File: src/rtl/gzip_arbiter.sv
// Round-robin front end that shares one multi-cycle gzip unit among NREQ requesters.
// It sequences the unit (start, wait for done, capture) and a watchdog aborts hung operations.
module gzip_arbiter #(
   parameter int NREQ    = 4,
   parameter int TIMEOUT = 15
) (
   input  logic                 clock,
   input  logic                 resetn,
   input  logic [NREQ-1:0]      req_valid,
   output logic [NREQ-1:0]      req_ready,
   input  logic [32*NREQ-1:0]   req_rs1,
   input  logic [5*NREQ-1:0]    req_rs2,
   output logic [NREQ-1:0]      rsp_valid,
   input  logic [NREQ-1:0]      rsp_ready,
   output logic [31:0]          rsp_rd,
   output logic                 rsp_err,
   output logic                 gz_start,
   output logic                 gz_reset,
   output logic [31:0]          gz_rs1,
   output logic [4:0]           gz_rs2,
   input  logic [31:0]          gz_rd,
   input  logic                 gz_busy,
   input  logic                 gz_done
);

   localparam int         IW       = (NREQ > 1) ? $clog2(NREQ) : 1;
   localparam logic [7:0] CNT_LAST = 8'(TIMEOUT - 1);

   typedef enum logic [1:0] {IDLE, ISSUE, WAIT, RESP} state_t;

   state_t          state_reg, state_next;
   logic [IW-1:0]   ptr_reg, ptr_next;
   logic [IW-1:0]   owner_reg, owner_next;
   logic [7:0]      cnt_reg, cnt_next;
   logic [31:0]     gz_rs1_reg, gz_rs1_next;
   logic [4:0]      gz_rs2_reg, gz_rs2_next;
   logic [31:0]     rsp_rd_reg, rsp_rd_next;
   logic            rsp_err_reg, rsp_err_next;

   logic [31:0]     rs1_arr [NREQ];
   logic [4:0]      rs2_arr [NREQ];
   logic            grant_hit;
   logic [IW-1:0]   grant_idx;
   logic            abort;
   logic            unused_busy;

   // The unit's busy flag is informational; sequencing relies on done and the watchdog only.
   assign unused_busy = gz_busy;

   function automatic logic [IW-1:0] wrap_add(input logic [IW-1:0] base, input int off);
      int sum;
      sum = int'(base) + off;
      if (sum >= NREQ) sum = sum - NREQ;
      return IW'(sum);
   endfunction

   generate
      for (genvar gi = 0; gi < NREQ; gi++) begin : g_req
         assign rs1_arr[gi]   = req_rs1[32*gi +: 32];
         assign rs2_arr[gi]   = req_rs2[5*gi +: 5];
         assign req_ready[gi] = (state_reg == IDLE) && grant_hit && (grant_idx == IW'(gi));
         assign rsp_valid[gi] = (state_reg == RESP) && (owner_reg == IW'(gi));
      end
   endgenerate

   // Scan from the pointer downward in reverse so the closest requester above ptr wins last.
   always_comb begin
      grant_hit = 1'b0;
      grant_idx = '0;
      for (int k = NREQ - 1; k >= 0; k--) begin
         if (req_valid[wrap_add(ptr_reg, k)]) begin
            grant_hit = 1'b1;
            grant_idx = wrap_add(ptr_reg, k);
         end
      end
   end

   always_comb begin
      state_next   = state_reg;
      ptr_next     = ptr_reg;
      owner_next   = owner_reg;
      cnt_next     = cnt_reg;
      gz_rs1_next  = gz_rs1_reg;
      gz_rs2_next  = gz_rs2_reg;
      rsp_rd_next  = rsp_rd_reg;
      rsp_err_next = rsp_err_reg;
      abort        = 1'b0;
      case (state_reg)
         IDLE: begin
            if (grant_hit) begin
               gz_rs1_next = rs1_arr[grant_idx];
               gz_rs2_next = rs2_arr[grant_idx];
               owner_next  = grant_idx;
               state_next  = ISSUE;
            end
         end
         ISSUE: begin
            cnt_next   = '0;
            state_next = WAIT;
         end
         WAIT: begin
            // A done arriving in the final watchdog cycle still counts as success.
            if (gz_done) begin
               rsp_rd_next  = gz_rd;
               rsp_err_next = 1'b0;
               state_next   = RESP;
            end else if (cnt_reg == CNT_LAST) begin
               rsp_rd_next  = '0;
               rsp_err_next = 1'b1;
               abort        = 1'b1;
               state_next   = RESP;
            end else begin
               cnt_next = cnt_reg + 8'd1;
            end
         end
         RESP: begin
            if (rsp_ready[owner_reg]) begin
               ptr_next   = wrap_add(owner_reg, 1);
               state_next = IDLE;
            end
         end
         default: state_next = IDLE;
      endcase
   end

   always_ff @(posedge clock or negedge resetn) begin
      if (!resetn) begin
         state_reg   <= IDLE;
         ptr_reg     <= '0;
         owner_reg   <= '0;
         cnt_reg     <= '0;
         gz_rs1_reg  <= '0;
         gz_rs2_reg  <= '0;
         rsp_rd_reg  <= '0;
         rsp_err_reg <= 1'b0;
      end else begin
         state_reg   <= state_next;
         ptr_reg     <= ptr_next;
         owner_reg   <= owner_next;
         cnt_reg     <= cnt_next;
         gz_rs1_reg  <= gz_rs1_next;
         gz_rs2_reg  <= gz_rs2_next;
         rsp_rd_reg  <= rsp_rd_next;
         rsp_err_reg <= rsp_err_next;
      end
   end

   assign gz_start = (state_reg == ISSUE);
   assign gz_reset = !resetn || abort;
   assign gz_rs1   = gz_rs1_reg;
   assign gz_rs2   = gz_rs2_reg;
   assign rsp_rd   = rsp_rd_reg;
   assign rsp_err  = rsp_err_reg;

endmodule

File: config.mk
export PLATFORM = sky130hd
export DESIGN_NAME = gzip_arbiter
export DESIGN_NICKNAME = d
export VERILOG_FILES = /design/src/rtl/gzip_arbiter.sv
export SDC_FILE = /design/constraint.sdc
export NUM_CORES = 1
export LEC_CHECK = 0
export BUFFER_PORTS_ARGS = -buffer_cell sky130_fd_sc_hd__buf_4
export CAP_MARGIN = 15
export CORE_MARGIN = 3
export CORE_UTILIZATION = 44
export DETAILED_ROUTE_END_ITERATION = 8
export PLACE_DENSITY = 0.81
export SLEW_MARGIN = 25
export SYNTH_ARGS = -nofsm -noshare
export SYNTH_HDL_FRONTEND = slang
export SYNTH_SLANG_ARGS = --single-unit
File: constraint.sdc
create_clock -name clock -period 1.99 [get_ports clock]
set_clock_uncertainty 0.1 [all_clocks]
set_input_delay 0.199 -clock clock [delete_from_list [all_inputs] [get_ports clock]]
set_output_delay 0.199 -clock clock [all_outputs]
set_load 0.01 [all_outputs]
Yosys cells after proc, flatten, opt, wreduce, memory -nomap -nowiden
Index checks and enable logic that the tools add are counted.
- memory bits (read-only): 0
- output and inout port bits: 80
- memory bits (writable): 0
- flip-flop bits (word level): 84
- memories: 0
- word-level logic and storage cells: 110
- latch bits: 0
- input port bits: 192
- shifts and indexed selects: 0
- multipliers: 0
- muxes and demuxes: 44
- bitwise logic cells: 1
- equal/unequal tests: 15
- $add $sub $neg: 10
- reduce and logical (&&, ||, !) cells: 21
- magnitude comparators: 11
- div/mod/pow operators: 0
- operator list (kind ; count):
    32-bit 2-to-1 mux ; 4
    32-bit binary-select mux with 2-bit select ; 1
    2-bit 2-to-1 mux ; 13
    8-bit 2-to-1 mux ; 2
    8-bit case mux with 2 select lines ; 1
    3-bit greater-or-equal comparator (second input constant) ; 5
    2-bit by 3-bit < comparator with 1-bit output (second input constant) ; 5
    1-bit 2-to-1 mux ; 14
    2-bit equality test (second input constant) ; 6
    1-bit binary-select mux with 2-bit select ; 5
    5-bit binary-select mux with 2-bit select ; 1
    5-bit 2-to-1 mux ; 2
    2-bit by 1-bit subtractor with 2-bit output (second input constant) ; 5
    1-bit logical AND ; 9
    8-bit by 1-bit adder with 8-bit output (second input constant) ; 1
    8-bit by 4-bit equality test with 1-bit output (second input constant) ; 1
    2-bit case mux with 4 select lines ; 1
    2-bit by 1-bit adder with 3-bit output (second input constant) ; 2
    2-bit by 2-bit adder with 3-bit output (second input constant) ; 2
    2-bit by 1-bit equality test with 1-bit output (second input constant) ; 3
    2-bit logical NOT ; 3
    2-bit inequality test (second input constant) ; 3
    2-bit AND reduction ; 3
    3-bit AND reduction ; 2
    7 further kinds ; 8

Logic depth before layout (Yosys ltp)
- depth in word-level cells: 13
- depth in mapped cells: 8
- gate-level depth less buffers: 7

Least setup slack after synthesis
Ideal clock, no wire load.
- path kind: register -> output
- start point: reg state_reg[0]
- end point: out gz_reset
- path buffers: 2
- cell stages (with the launch flop): 7
- arrival: 1.646 ns
- required time: 1.691 ns
- setup slack: 0.045 ns
- cell sequence: dfrtp_1 > inv_1 > ha_1 > clkbuf_1 > nand3_1 > clkbuf_1 > o21ai_0
- word-level cells in the longest chain between the ends: 3
- RTL lines (item ; line ; text):
    start, declared ; 31 ; state_t state_reg, state_next;
    start signal, assigned ; 137 ; state_reg <= state_next;
    2-bit equality test ; 88 ; case (state_reg)
    1-bit 2-to-1 mux ; 88 ;
    1-bit logical OR ; 149 ; assign gz_reset = !resetn || abort;
    end, declared ; 18 ; output logic gz_reset,
Every way passes these cells.

Worst setup path in the final report
- start point: reg ptr_reg[0]
- end point: out req_ready[3]
- word-level cells in the longest chain between the ends: 11
- elaborated cells on any way between the ends: 34
- classes of those cells: add/sub: 7; order compare: 4; eq/ne: 1; mux: 20; reduce/logical: 2
- RTL lines (item ; line ; text):
    start, declared ; 32 ; logic [IW-1:0] ptr_reg, ptr_next;
    start signal, assigned ; 138 ; ptr_reg <= ptr_next;
    2-bit by 2-bit adder with 3-bit output ; 52 ; sum = int'(base) + off;
    3-bit greater-or-equal comparator or 2-bit by 1-bit subtractor with 2-bit output (tied branches) ; 53 ; if (sum >= NREQ) sum = sum - NREQ;
    2-bit 2-to-1 mux ; 53 ;
    1-bit binary-select mux with 2-bit select ; 71 ; if (req_valid[wrap_add(ptr_reg, k)]) begin
    1-bit 2-to-1 mux (implied by the code) ; 71 ;
    2-bit 2-to-1 mux or 1-bit 2-to-1 mux (tied branches) (4 in a row) ; 71 ;
    2-bit equality test or 1-bit logical AND (tied branches) ; 61 ; assign req_ready[gi] = (state_reg == IDLE) && grant_hit && (grant_idx == IW'(gi));
    1-bit logical AND (*) ; 61 ;
    end, declared ; 10 ; output logic [NREQ-1:0] req_ready,
Every way passes the cells marked *; elsewhere a longest branch is shown, timed or not. The select of a mux whose other input is x is not followed.

==> run summary <==
Clk buf depth: 2
Failing checks: negative setup slack
Num rows: 36
Max_slew headroom: 50.84%
Most frequent cells in the layout: buf_4 (283), nand2_1 (109), dfrtp_1 (83)
Asr flop ratio synth: 100.0%
Netlist cell types: 38
Post-Route WL: 16.79 mm
Ratio of cells with drive above 1 in the final layout: 43.77%
Largest net degree at the start of global routing: 85
CTS buffer count: 9
Number of diodes: 0
Finished Layout Cells: 903
Detail-routed via count per cell: 5.390
TritonCTS Sinks: 84
Post-route ant nets: 0
Drt wl/cell: 18.59 microns
Initial DRC count: 268
GRT overflow: 0
Placer Congestion: 0.8621
Detailed placer's ending HPWL: 11.62 mm
P_int: 0.005943 W
Slew @ Worst Pin: 730.6 ps
Nature of the critical path startpoint: flop
FF-to-FF setup slack: 70 ps
GRT met2 Usage: 48.57%
Run status: finished, violations left
Power share of the sequential group: 30.1%
Area of the mapped netlist: 4522 sq um
Avg Inst Size Synth: 9.851 sq um
GR peak layer: met2
P_leak: 4.005 nW
Cell taking the most area after synthesis: dfrtp_1
GR Util met3: 4.319%
DRC viols: 0
GRT Total Usage: 27.04%
Primary FF master, synth: dfrtp_1
Number of global-route vias before repair: 4963
Synth top area share: 46.49%
IO Count: 272
Peak VDD IR: 705.8 uV
NetSw: 0.003872 W
CP endpoint kind: output pin
CTS tree: yes
Comb pwr share: 55.9%
Sw frac: 39.45%
CP max FO: 6
Cell Pwr Density: 1296 nW/um^2
Final min period: 2006 ps
Area grow syn2layout: 67.46%
Core area: 9864 sq um
Commonest non-fill, non-tap cell in the layout: buf_4
Clock Latency Late Sink: 350 ps
Setup violators final: 1
Post-synth EDFFs: 0
Mapped Cells: 459
Hold_ws: 56.03 ps
WP data arrival: 1710 ps
Buffers on Ports: 270
Synth top area cells: dfrtp_1 (46%), mux2i_1 (17%), nand2_1 (9.0%)
Post-place setup slack: 34.20 ps
Register bit total from synthesis: 84
Final worst slack: -15.60 ps
HP Class: in2reg
Initial Utilization: 45.84%
First-pass GRT wire length: 24.52 mm
Die height: 107.4 microns
Clock transition at path regs: 90 ps
Die Wd: 107.4 microns
Finished Core Util: 76.76%
NumNets Final: 967
Met1 usage: 31.87%
Clock power frac: 14.0%
Pre-Repair DR Iteration Count: 7
H-tree depth: 3
Sequential fraction of the synthesis area: 46.49%
Placed cells: 845
Root buffer cell: clkbuf_8
RSZ-0062 raised after global routing: yes
Fin. Hold Viols: 0
Max Transition Viols Final: 0
Final period util: 100.8%
Warning count from the yosys run: 0
Critical path class: reg2out
Initial antenna violation count: 0
Via count: 4867
Required time of the critical path: 1690 ps
Die area: 11530 sq um
Achievable Freq: 0.4986 GHz
Max Cap Viol: 0
Synth Net Count: 661
==> cells in the mapped netlist, drive strengths merged, types with 2 or more instances <==
cell type  count
ha            10
clkbuf        20
dfrtp         84
nand4          4
nor2           5
nand3         35
inv           10
a21oi          7
o21ai         12
nor2b          4
mux2i         76
nand2b         5
buf           12
o31ai          2
nand2        110
and3           3
o221ai        37
nor3b          2
o2bb2ai        2
and2           5
==> power groups by stage <==
stage	clock, W	sequential, W	combinational [W]
floorplan	0	0.00320	0.00245
global placement	0	0.00291	0.00483
detailed placement	0	0.00296	0.00499
CTS	0.00139	0.00294	0.00512
global route	0.00147	0.00304	0.00591
finish	0.00138	0.00296	0.00548
==> metal layers <==
metal / vias up / share of wire [%]
li1: 2259 / -
met1: 2332 / 38
met2: 234 / 52
met4: 0 / 3.5
met3: 42 / 5.8
met5: - / 0
==> critical path, stage by stage (launching register included) <==
cell,delay [ps]
dfrtp_1,410
nor2b_2,70
a21o_1,160
a211o_4,370
nor3_2,190
buf_4,150
==> what timing repair did <==
item / 4_1_cts / 5_1_grt
cloned: 0 / 3
pin swaps: 4 / 2
setup endpoints to repair: 5 / 26
hold buffers: 33 / 0
buffers inserted: 5 / 1
gates resized for setup: 9 / 19
hold endpoints to repair: 116 / 0
==> cell families after synthesis <==
family,share of synthesized area (%)
AO/OA/AOI/OAI,11.51
flip-flops,46.49
adder cells (fa/ha/maj),2.767
AND/OR/NAND/NOR,17.57
multiplexers,17.57
buffers and inverters,4.095
==> stage by stage <==
stage / total power, W / cell area, sq um / setup TNS [ps]
after CTS: 0.009453 / 7390 / -18.17
after floorplan: 0.005645 / 4522 / 0
after global placement: 0.007743 / 6764 / 0
final: 0.009815 / 7572 / -15.60
after global routing: 0.01042 / 7572 / -336.7
after detailed placement: 0.007943 / 6764 / 0
==> area by class of cell <==
class                           instances  area, sq um
Clock buffer                            9        123.9
Clock inverter                          7        96.34
Fill cell                             654         2292
Inverter                               10        37.54
Multi-Input combinational cell        333         2356
Sequential cell                        84         2103
Tap cell                              133        166.4
Timing Repair Buffer                  327         2689
==> path summary, 6_finish.rpt <==
path                             start            to  cells past startpoint
setup / recovery            ptr_reg[0]  req_ready[3]                      5
hold / removal             req_rs2[17]     gz_rs2[2]                      3
setup reg to reg            ptr_reg[0]    gz_rs1[14]                      7
hold reg to reg             gz_rs1[26]    gz_rs1[26]                      2
max in group asynchronous       resetn    gz_rs1[30]                      3
min in group asynchronous       resetn     rsp_rd[6]                      3
Note: power is estimated with default switching activity, not from simulation.
